## src/rtl/mem_wb_unit_if.sv

```systemverilog
// Data bus between the memory/write-back stage (master) and the data memory (slave).
// One transaction is outstanding at a time. bus_rdata is valid in the same cycle as bus_ack.
interface mem_wb_unit_if;
  logic        bus_req;
  logic        bus_we;
  logic [31:0] bus_addr;
  logic [31:0] bus_wdata;
  logic [3:0]  bus_be;
  logic        bus_ack;
  logic [31:0] bus_rdata;

  modport master (
    output bus_req, bus_we, bus_addr, bus_wdata, bus_be,
    input  bus_ack, bus_rdata
  );

  modport slave (
    input  bus_req, bus_we, bus_addr, bus_wdata, bus_be,
    output bus_ack, bus_rdata
  );
endinterface

```

## src/rtl/mem_wb_unit.sv

```systemverilog
// Memory-access / write-back stage: single outstanding req/ack bus access with lane steering,
// load extension and a bus timeout, plus the register-file write port for plain ALU results.
module mem_wb_unit #(
  parameter int TIMEOUT_CYC = 16,
  parameter int CNT_W       = 5
) (
  input  logic         clk,
  input  logic         rst,
  mem_wb_unit_if.master bus,
  input  logic         add_res_val,
  input  logic [31:0]  add_res,
  input  logic [4:0]   rd_mem,
  input  logic         dram_as,
  input  logic         dram_we,
  input  logic [31:0]  dram_addr,
  input  logic [31:0]  store_wdat,
  input  logic [2:0]   i_type_load_funct3_wb,
  input  logic [2:0]   s_type_store_funct3_wb,
  output logic         stall,
  output logic         rd_we,
  output logic [4:0]   rd_waddr,
  output logic [31:0]  rd_wdata,
  output logic         bus_fault,
  output logic [31:0]  fault_addr,
  output logic         ill_op
);

  typedef enum logic {ST_IDLE, ST_BUSY} state_t;

  localparam logic [CNT_W-1:0] LP_LAST = CNT_W'((TIMEOUT_CYC > 0) ? TIMEOUT_CYC - 1 : 0);

  state_t           r_state;
  logic             r_stall;
  logic             r_bus_req;
  logic             r_bus_we;
  logic [31:0]      r_bus_addr;
  logic [31:0]      r_bus_wdata;
  logic [3:0]       r_bus_be;
  logic [31:0]      r_byte_addr;
  logic [1:0]       r_off;
  logic [2:0]       r_f3;
  logic [4:0]       r_rd;
  logic             r_is_load;
  logic [CNT_W-1:0] r_cnt;
  logic             r_rd_we;
  logic [4:0]       r_rd_waddr;
  logic [31:0]      r_rd_wdata;
  logic             r_bus_fault;
  logic [31:0]      r_fault_addr;
  logic             r_ill_op;

  logic [1:0]       w_off;
  logic             w_store_ok;
  logic             w_load_ok;
  logic [3:0]       w_st_be;
  logic [31:0]      w_st_wdata;
  logic [7:0]       w_ld_byte;
  logic [15:0]      w_ld_half;
  logic [31:0]      w_ld_fmt;

  assign w_off      = dram_addr[1:0];
  assign w_store_ok = (s_type_store_funct3_wb <= 3'd2);
  assign w_load_ok  = !(i_type_load_funct3_wb == 3'd3 ||
                        i_type_load_funct3_wb == 3'd6 ||
                        i_type_load_funct3_wb == 3'd7);

  always_comb begin
    w_st_be    = 4'b1111;
    w_st_wdata = store_wdat;
    case (s_type_store_funct3_wb)
      3'd0: begin
        w_st_be    = 4'b0001 << w_off;
        w_st_wdata = {4{store_wdat[7:0]}};
      end
      3'd1: begin
        w_st_be    = 4'b0011 << w_off;
        w_st_wdata = {2{store_wdat[15:0]}};
      end
      default: begin
        w_st_be    = 4'b1111;
        w_st_wdata = store_wdat;
      end
    endcase
  end

  // Read data arrives unaligned on the full word; pick the lane from the latched offset.
  always_comb begin
    w_ld_byte = bus.bus_rdata[{r_off, 3'b000} +: 8];
    w_ld_half = r_off[1] ? bus.bus_rdata[31:16] : bus.bus_rdata[15:0];
    case (r_f3)
      3'd0:    w_ld_fmt = {{24{w_ld_byte[7]}}, w_ld_byte};
      3'd4:    w_ld_fmt = {24'h000000, w_ld_byte};
      3'd1:    w_ld_fmt = {{16{w_ld_half[15]}}, w_ld_half};
      3'd5:    w_ld_fmt = {16'h0000, w_ld_half};
      default: w_ld_fmt = bus.bus_rdata;
    endcase
  end

  always_ff @(posedge clk) begin
    if (rst) begin
      r_state      <= ST_IDLE;
      r_stall      <= 1'b0;
      r_bus_req    <= 1'b0;
      r_bus_we     <= 1'b0;
      r_bus_addr   <= '0;
      r_bus_wdata  <= '0;
      r_bus_be     <= '0;
      r_byte_addr  <= '0;
      r_off        <= '0;
      r_f3         <= '0;
      r_rd         <= '0;
      r_is_load    <= 1'b0;
      r_cnt        <= '0;
      r_rd_we      <= 1'b0;
      r_rd_waddr   <= '0;
      r_rd_wdata   <= '0;
      r_bus_fault  <= 1'b0;
      r_fault_addr <= '0;
      r_ill_op     <= 1'b0;
    end else begin
      r_rd_we     <= 1'b0;
      r_bus_fault <= 1'b0;
      r_ill_op    <= 1'b0;
      case (r_state)
        ST_IDLE: begin
          // Memory requests outrank add_res_val; a store also outranks a simultaneous load.
          if (dram_we) begin
            r_ill_op <= dram_as || !w_store_ok;
            if (w_store_ok) begin
              r_state     <= ST_BUSY;
              r_stall     <= 1'b1;
              r_bus_req   <= 1'b1;
              r_bus_we    <= 1'b1;
              r_bus_addr  <= {dram_addr[31:2], 2'b00};
              r_bus_be    <= w_st_be;
              r_bus_wdata <= w_st_wdata;
              r_byte_addr <= dram_addr;
              r_off       <= w_off;
              r_f3        <= s_type_store_funct3_wb;
              r_rd        <= rd_mem;
              r_is_load   <= 1'b0;
              r_cnt       <= '0;
            end
          end else if (dram_as) begin
            if (w_load_ok) begin
              r_state     <= ST_BUSY;
              r_stall     <= 1'b1;
              r_bus_req   <= 1'b1;
              r_bus_we    <= 1'b0;
              r_bus_addr  <= {dram_addr[31:2], 2'b00};
              r_bus_be    <= 4'b1111;
              r_byte_addr <= dram_addr;
              r_off       <= w_off;
              r_f3        <= i_type_load_funct3_wb;
              r_rd        <= rd_mem;
              r_is_load   <= 1'b1;
              r_cnt       <= '0;
            end else begin
              r_ill_op <= 1'b1;
            end
          end else if (add_res_val) begin
            r_rd_we    <= (rd_mem != 5'd0);
            r_rd_waddr <= rd_mem;
            r_rd_wdata <= add_res;
          end
        end
        ST_BUSY: begin
          // An ack on the expiry cycle is checked first so it completes normally.
          if (bus.bus_ack) begin
            r_state   <= ST_IDLE;
            r_stall   <= 1'b0;
            r_bus_req <= 1'b0;
            if (r_is_load) begin
              r_rd_we    <= (r_rd != 5'd0);
              r_rd_waddr <= r_rd;
              r_rd_wdata <= w_ld_fmt;
            end
          end else if (TIMEOUT_CYC > 0 && r_cnt == LP_LAST) begin
            r_state      <= ST_IDLE;
            r_stall      <= 1'b0;
            r_bus_req    <= 1'b0;
            r_bus_fault  <= 1'b1;
            r_fault_addr <= r_byte_addr;
          end else begin
            r_cnt <= r_cnt + 1'b1;
          end
        end
        default: begin
          r_state   <= ST_IDLE;
          r_stall   <= 1'b0;
          r_bus_req <= 1'b0;
        end
      endcase
    end
  end

  assign bus.bus_req   = r_bus_req;
  assign bus.bus_we    = r_bus_we;
  assign bus.bus_addr  = r_bus_addr;
  assign bus.bus_wdata = r_bus_wdata;
  assign bus.bus_be    = r_bus_be;
  assign stall         = r_stall;
  assign rd_we         = r_rd_we;
  assign rd_waddr      = r_rd_waddr;
  assign rd_wdata      = r_rd_wdata;
  assign bus_fault     = r_bus_fault;
  assign fault_addr    = r_fault_addr;
  assign ill_op        = r_ill_op;

endmodule

```

## src/flat_wrapper.sv

```systemverilog
// flat-port wrapper written by rule: the top's interface ports become plain ports
module mem_wb_unit_flat 
#(
  parameter int TIMEOUT_CYC = 16,
  parameter int CNT_W       = 5
)
  (clk, rst, add_res_val, add_res, rd_mem, dram_as, dram_we, dram_addr, store_wdat, i_type_load_funct3_wb, s_type_store_funct3_wb, stall, rd_we, rd_waddr, rd_wdata, bus_fault, fault_addr, ill_op, bus_bus_req, bus_bus_we, bus_bus_addr, bus_bus_wdata, bus_bus_be, bus_bus_ack, bus_bus_rdata);
  mem_wb_unit_if bus_i ();
  input  logic clk;
  input  logic rst;
  input  logic add_res_val;
  input  logic [31:0] add_res;
  input  logic [4:0] rd_mem;
  input  logic dram_as;
  input  logic dram_we;
  input  logic [31:0] dram_addr;
  input  logic [31:0] store_wdat;
  input  logic [2:0] i_type_load_funct3_wb;
  input  logic [2:0] s_type_store_funct3_wb;
  output logic stall;
  output logic rd_we;
  output logic [4:0] rd_waddr;
  output logic [31:0] rd_wdata;
  output logic bus_fault;
  output logic [31:0] fault_addr;
  output logic ill_op;
  output wire logic [$bits(bus_i.bus_req)-1:0] bus_bus_req;
  output wire logic [$bits(bus_i.bus_we)-1:0] bus_bus_we;
  output wire logic [$bits(bus_i.bus_addr)-1:0] bus_bus_addr;
  output wire logic [$bits(bus_i.bus_wdata)-1:0] bus_bus_wdata;
  output wire logic [$bits(bus_i.bus_be)-1:0] bus_bus_be;
  input wire logic [$bits(bus_i.bus_ack)-1:0] bus_bus_ack;
  input wire logic [$bits(bus_i.bus_rdata)-1:0] bus_bus_rdata;
  assign bus_bus_req = bus_i.bus_req;
  assign bus_bus_we = bus_i.bus_we;
  assign bus_bus_addr = bus_i.bus_addr;
  assign bus_bus_wdata = bus_i.bus_wdata;
  assign bus_bus_be = bus_i.bus_be;
  assign bus_i.bus_ack = bus_bus_ack;
  assign bus_i.bus_rdata = bus_bus_rdata;
  mem_wb_unit #(.TIMEOUT_CYC(TIMEOUT_CYC), .CNT_W(CNT_W)) u_core (.clk(clk), .rst(rst), .bus(bus_i), .add_res_val(add_res_val), .add_res(add_res), .rd_mem(rd_mem), .dram_as(dram_as), .dram_we(dram_we), .dram_addr(dram_addr), .store_wdat(store_wdat), .i_type_load_funct3_wb(i_type_load_funct3_wb), .s_type_store_funct3_wb(s_type_store_funct3_wb), .stall(stall), .rd_we(rd_we), .rd_waddr(rd_waddr), .rd_wdata(rd_wdata), .bus_fault(bus_fault), .fault_addr(fault_addr), .ill_op(ill_op));
endmodule
```

## config.mk

```make
export PLATFORM = sky130hd
export DESIGN_NAME = mem_wb_unit_flat
export DESIGN_NICKNAME = d
export VERILOG_FILES = /design/src/rtl/mem_wb_unit_if.sv /design/src/rtl/mem_wb_unit.sv /design/src/flat_wrapper.sv
export SDC_FILE = /design/constraint.sdc
export NUM_CORES = 1
export LEC_CHECK = 0
export CORE_MARGIN = 2
export CORE_UTILIZATION = 25
export CTS_CLUSTER_DIAMETER = 120
export DETAILED_ROUTE_END_ITERATION = 12
export GPL_TIMING_DRIVEN = 1
export HOLD_SLACK_MARGIN = 0.02
export PLACE_DENSITY = 0.47
export SLEW_MARGIN = 20
export SYNTH_ARGS = -nofsm -noshare
export SYNTH_HDL_FRONTEND = slang
export SYNTH_SLANG_ARGS = --single-unit
```

## constraint.sdc

```tcl
create_clock -name clk -period 3.6 [get_ports clk]
set_input_delay 0.36 -clock clk [delete_from_list [all_inputs] [get_ports clk]]
set_output_delay 0.36 -clock clk [all_outputs]
set_load 0.02 [all_outputs]
```

==> key figures, run 1 <==
Run status
  • Status: complete, no violations

GRT
  • Initial antenna violation count: 3
  • First-pass GRT wire length: 46.2 mm
  • All-Layer GR Usage: 18.9%
  • Largest net degree at the start of global routing: 61
  • Vias in the first global route: 7772
  • Gr ovfl total: 0

Timing
  • Slew @ Worst Pin: 1.12 ns
  • TNS Setup: 0 ns
  • Final period util: 70.5%
  • Final WS setup: 1.06 ns
  • Hold slack: 0.419 ns
  • Fmax: 394 MHz
  • Final Hold Viols: 0
  • Clock Skews: 0.0135 ns
  • Post-layout min period: 2.54 ns
  • Final setup vio count: 0
  • RSZ-0062 raised after global routing: false
  • Slew Limit Fails: 0
  • Relative slew slack: 24.9%

Yosys
  • Ys async rst share: 0%
  • Cell taking the most area after synthesis: dfxtp_1
  • EDFF count, synth: 0
  • Synthesized area: 7570 um^2
  • Commonest cells in the netlist: 165 x nand2_1, 157 x dfxtp_1, 144 x a21oi_1
  • Seq/Total Area, Yosys: 41.5%
  • Post-synth top area share: 41.5%
  • Post-synth cell types: 48
  • Largest cells by area after synthesis: dfxtp_1 42%, a21oi_1 9.5%, nand2_1 8.2%
  • Synth warn: 0
  • Synth Flop Type: dfxtp_1
  • Flops & latches, synth: 157
  • Syn_area_per_cell: 7.92 um^2
  • Most frequent cell after synthesis: nand2_1
  • Synthesized netlist cell count: 956

Critical path
  • Reg2reg end: u_core.rd_wdata[22]
  • Reg2Reg Depth: 5
  • Crit Path Max Fanout: 60
  • Worst path arrival time: 2.82 ns
  • Startpoint types: flip-flop
  • FF-to-FF Start: u_core.r_state
  • CP Capture Type: flip-flop
  • CP Class: reg2reg
  • CP required: 3.88 ns
  • Reg2reg setup slack: 1.06 ns

Floorplanning
  • Die Area: 31700 um^2
  • Starting Density: 25.5%
  • IO Pins: 288
  • Die span in y: 178 um
  • Core ar.: 29700 um^2
  • Num rows: 63
  • Die Wd: 178 um

Power
  • Maximum VDD drop: 233 uV
  • Pint: 0.00324 W
  • Leak Pwr: 3.78 nW
  • Sw Pwr: 0.00142 W
  • Power per cell area: 421 nW/um^2
  • Power share of the combinational group: 20.2%
  • Clock share of power: 38.8%
  • Flop pwr share: 41.1%
  • Net Sw Frac: 30.5%

Clocking
  • Htree depth: 4
  • Post-cts sizing count: 0
  • Clock sinks: 157
  • Hold buffers post-CTS: 0
  • TritonCTS clock tree: built
  • Clk root buf: clkbuf_16
  • Clock Path Buffers: 2
  • CTS clk-pin slew, worst paths: 0.08 ns
  • Insertion delay to the later sink of the worst-skew pair: 0.43 ns
  • CTS Buf Count: 17
  • Post-CTS Setup Inserts: 0

Route
  • Routed wire length: 30.4 mm
  • DR pass1 iterations: 5
  • Via density per instance: 4.93
  • First DRT Iteration DRCs: 556
  • Residual DRC: 0
  • Routed Antenna Nets: 0
  • Drt wl/cell: 19.5 um
  • DR vias: 7698

Min path
  • Hold Path Cell Cnt: 2
  • Hold path start: rst
  • Hold EP: u_core.rd_wdata[28]
  • Worst min path class: in2reg

Place
  • Port buffer count: 285
  • Placed instance count: 1526
  • Pre-CTS WS: 0.742 ns
  • HPWL after DPL: 21.3 mm
  • RD Place Congestion: 0.839

Layout
  • Final nets: 1302
  • Synthesis-to-layout area growth: 46.3%
  • Layout Cells excl Fill: 1561
  • Post-layout util: 37.3%
  • Fill cells: 3131
  • Layout cell share with drive strength beyond 1: 6.34%

Flow run
  • MaxCap Viol Count: 0
## worst max-delay path: stages (launching register included)
cell and delay, ns:
dfxtp_4 0.74, buf_4 0.64, and2_1 0.65, a21oi_1 0.14
o211ai_1 0.13, a21oi_1 0.09
## final cells by class
| type | count | area, um^2 | share of cell area [%] |
|---|---|---|---|
| Multi-Input combinational cell | 668 | 3820 | 34.5 |
| Antenna cell | 3 | 7.51 | 0.0678 |
| Sequential cell | 157 | 3150 | 28.4 |
| Tap cell | 390 | 488 | 4.41 |
| Timing Repair Buffer | 304 | 3010 | 27.1 |
| Clock inverter | 13 | 130 | 1.18 |
| Inverter | 7 | 26.3 | 0.237 |
| Clock buffer | 19 | 443 | 4.00 |
## kinds of logic after synthesis
kind of cell | synth area share [%]
multiplexers | 2.28
adder cells (fa/ha/maj) | 0.331
AND/OR/NAND/NOR | 19.2
buffers and inverters | 8.52
AO/OA/AOI/OAI | 28.1
other | 0.0496
flip-flops | 41.5
## cell usage in the layout (no fill, tap or decap), drive strengths merged, types with 11 or more instances in the layout
cell type,instances
a211oi,21
a21oi,144
a311oi,11
buf,20
clkbuf,19
clkdlybuf4s50,284
dfxtp,157
inv,14
mux2i,15
nand2,165
nand4,38
nor2,58
o211ai,33
o21ai,39
o31ai,42
## layer usage
| metal | global-route usage (%) | routed length, um |
|---|---|---|
| met5 | 0 | 0 |
| met3 | 5.97 | 2360 |
| met2 | 29.4 | 13800 |
| met1 | 24.8 | 13500 |
| met4 | 6.15 | 729 |
## registers in the layout, indices dropped and copies added (netlist names)
register	flops
u_core.bus.bus_addr	1
u_core.bus.bus_be	4
u_core.bus.bus_wdata	32
u_core.bus.bus_we	1
u_core.bus_fault	1
u_core.fault_addr	32
u_core.ill_op	1
u_core.r_byte_addr	30
u_core.r_cnt	5
u_core.r_f3	3
u_core.r_is_load	1
u_core.r_off	1
u_core.r_rd	5
u_core.r_state	1
u_core.rd_waddr	5
u_core.rd_wdata	32
u_core.rd_we	1
u_core.stall	1
## worst max-delay path by stage
stage                                    from  slack (ns)                    to  cells past startpoint
global route                   u_core.r_state        0.88   u_core.rd_wdata[19]                      5
CTS                            u_core.r_state        1.06   u_core.rd_wdata[23]                      5
global placement    s_type_store_funct3_wb[1]        0.82  u_core.bus.bus_be[2]                      6
detailed placement  s_type_store_funct3_wb[1]        0.74  u_core.bus.bus_be[2]                      6
finish                         u_core.r_state        1.06   u_core.rd_wdata[22]                      5
floorplan                     u_core.r_cnt[0]        1.65       u_core.r_cnt[2]                      6
## per-stage QoR
step	area [um^2]	power, W
detailed placement	10500	0.00290
global placement	10500	0.00289
finish	11100	0.00466
global route	11100	0.00488
CTS	11100	0.00473
floorplan	7570	0.00244
## power by group through the flow
stage	Combinational, W	Sequential, W	Clock [W]
after floorplan	0.000476	0.00197	0
after global routing	0.00102	0.00193	0.00193
after global placement	0.000940	0.00195	0
after CTS	0.000946	0.00192	0.00186
after detailed placement	0.000942	0.00195	0
final	0.000940	0.00191	0.00181
Note: power is estimated with default switching activity, not from simulation.
==> run 2, diff against run 1 <==
clock period = 2.45 ns   (was 3.6 ns; I/O delays follow)
==> run 2 against run 1 <==
Die area unchanged. Wire length rose by 0.42%. Clock power grew 63%. Count of clock-buffer cells in the layout increased by 2. Critical path depth rose by 1. Final cell count rose by 0.64%. Critical path type unchanged. Utilization rose by 0.71 points. Worst hold slack got worse by 0.18 ns. Maximum frequency increased by 15%. Global-route usage decreased by 0.17 points.
==> key figures, run 2 (synthesized netlist as in run 1, its figures left out) <==
Run status
  • Status: complete, no violations

Route
  • Routed Antenna Nets: 0 (unchanged)
  • DR pass1 iterations: 5 (unchanged)
  • First DRT Iteration DRCs: 563 (+1.3%)
  • Routed wire length: 30.5 mm (+0.42%)
  • Via density per instance: 4.98 (+0.90%)
  • DR vias: 7817 (+1.5%)
  • Drt wl/cell: 19.4 um (-0.21%)
  • Residual DRC: 0 (unchanged)

Critical path
  • Worst path arrival time: 2.48 ns (-0.34 ns)
  • Reg2Reg Depth: 6 (+1)
  • CP Class: reg2reg
  • Startpoint types: flip-flop
  • CP Capture Type: flip-flop
  • CP required: 2.73 ns (-1.15 ns)
  • Crit Path Max Fanout: 6 (-90%)
  • Reg2reg setup slack: 0.25 ns (-0.82 ns)

Timing
  • Slew @ Worst Pin: 0.720 ns (-0.403 ns)
  • RSZ-0062 raised after global routing: false
  • Final setup vio count: 0 (unchanged)
  • TNS Setup: 0 ns (unchanged)
  • Final Hold Viols: 0 (unchanged)
  • Slew Limit Fails: 0 (unchanged)
  • Relative slew slack: 51.9% (+27 points)
  • Fmax: 454 MHz (+15%)
  • Clock Skews: 0.0161 ns (+0.00266 ns)
  • Post-layout min period: 2.20 ns (-0.335 ns)
  • Final period util: 90.0% (+19 points)

GRT
  • First-pass GRT wire length: 45.5 mm (-1.5%)
  • Initial antenna violation count: 3 (unchanged)
  • Gr ovfl total: 0 (unchanged)
  • All-Layer GR Usage: 18.7% (-0.17 points)
  • Vias in the first global route: 7537 (-3.0%)
  • Largest net degree at the start of global routing: 54 (-11%)

Clocking
  • Clock sinks: 157 (unchanged)
  • Post-CTS Setup Inserts: 0 (unchanged)
  • Clock Path Buffers: 2 (unchanged)
  • CTS Buf Count: 17 (unchanged)
  • TritonCTS clock tree: built
  • Hold buffers post-CTS: 0 (unchanged)
  • Insertion delay to the later sink of the worst-skew pair: 0.43 ns (about the same)
  • Clk root buf: clkbuf_16
  • CTS clk-pin slew, worst paths: 0.06 ns (-0.02 ns)
  • Post-cts sizing count: 0 (unchanged)
  • Htree depth: 4 (unchanged)

Power
  • Clock share of power: 41.1% (+2.3 points)
  • Maximum VDD drop: 448 uV (+93%)
  • Power per cell area: 636 nW/um^2 (+51%)
  • Leak Pwr: 3.89 nW (+3.0%)
  • Net Sw Frac: 28.6% (-1.8 points)
  • Flop pwr share: 38.9% (-2.2 points)
  • Power share of the combinational group: 20.0% (-0.2 points)
  • Sw Pwr: 0.00205 W (+45%)
  • Pint: 0.00512 W (+58%)

Place
  • HPWL after DPL: 21.8 mm (+2.0%)
  • Placed Area: 10600 um^2 (+1.4%)
  • RD Place Congestion: 0.802 (-4.3%)
  • Port buffer count: 285 (unchanged)

Floorplanning
  • Num rows: 63 (unchanged)
  • Starting Density: 25.5% (unchanged)
  • Die span in y: 178 um (unchanged)
  • Core ar.: 29700 um^2 (unchanged)
  • IO Pins: 288 (unchanged)
  • Die Wd: 178 um (unchanged)
  • Die Area: 31700 um^2 (unchanged)

Flow run
  • MaxCap Viol Count: 0 (unchanged)

Layout
  • Fill cells: 3095 (-1.1%)
  • Commonest cells after routing, fill and taps aside: 284 x clkdlybuf4s50_1, 165 x nand2_1, 156 x dfxtp_1
  • Layout cell share with drive strength beyond 1: 7.12% (+0.79 points)
  • Finished layout cell area: 11300 um^2 (+1.9%)
  • Final nets: 1313 (+0.84%)
  • Synthesis-to-layout area growth: 49.1%
  • Commonest non-fill, non-tap cell in the layout: clkdlybuf4s50_1

Min path
  • Worst min path class: in2reg
  • Hold Path Cell Cnt: 2 (unchanged)
run 2: cell types whose count changed in the layout (fill, tap and decap cells not counted), sizes merged:
cell / previous run / this run
diode: 3 / 2
buf: 20 / 31
inv: 14 / 11
clkinvlp: 3 / 1
bufinv: 1 / 4
clkbuf: 19 / 21
run 2: path summary, 6_finish.rpt:
check / startpoint / end
worst max-delay path: u_core.r_cnt[0] / u_core.r_cnt[1]
worst min-delay path: rst / u_core.r_rd[1]
worst max register to register: u_core.r_cnt[0] / u_core.r_cnt[1]
worst min register to register: u_core.rd_wdata[17] / u_core.rd_wdata[17]
run 2: metrics by stage:
stage	total power (W)	setup slack [ns]	instances	utilization, %	hold WS, ns
3_5_place_dp	0.00429	0.154	1537	35.8	0.444
5_1_grt	0.00749	0.119	1571	38.0	0.229
2_1_floorplan	0.00359	0.501	957	-	0.381
6_report	0.00717	0.246	1571	38.0	0.235
3_3_place_gp	0.00429	0.187	1537	35.8	0.438
4_1_cts	0.00727	0.237	1569	37.9	0.213
run 2: worst max-delay path: stages (launching register included):
cell and delay, ns:
dfxtp_1 0.33, ha_1 0.22, and3_1 0.19, ha_1 0.21
or3b_2 0.55, a21oi_1 0.40, o21ai_0 0.17
run 2: area by class of cell:
type / instances / area [um^2] / share of cell area (%)
flip-flops and latches: 157 / 3150 / 27.9
well taps: 390 / 488 / 4.33
multi-input cells: 668 / 3820 / 33.9
repair buffers: 315 / 3150 / 27.9
diodes: 2 / 5.00 / 0.0444
clock inverters: 11 / 180 / 1.60
inverters: 7 / 26.3 / 0.233
clock buffers: 21 / 460 / 4.08
run 2: per-layer routing:
| metal | track usage, % | vias up | share of wire (%) |
|---|---|---|---|
| li1 | - | 3838 | - |
| met4 | 4.95 | 2 | 1.2 |
| met5 | 0 | - | 0.043 |
| met2 | 30.0 | 261 | 47 |
| met3 | 5.82 | 20 | 7.7 |
| met1 | 24.4 | 3696 | 44 |
run 2: power groups by stage:
stage                     sequential, W  clock [W]  combinational [W]
final                           0.00279    0.00295            0.00143
after global routing            0.00281    0.00313            0.00155
after floorplan                 0.00289          0           0.000700
after global placement          0.00285          0            0.00143
after CTS                       0.00280    0.00304            0.00144
after detailed placement        0.00285          0            0.00143
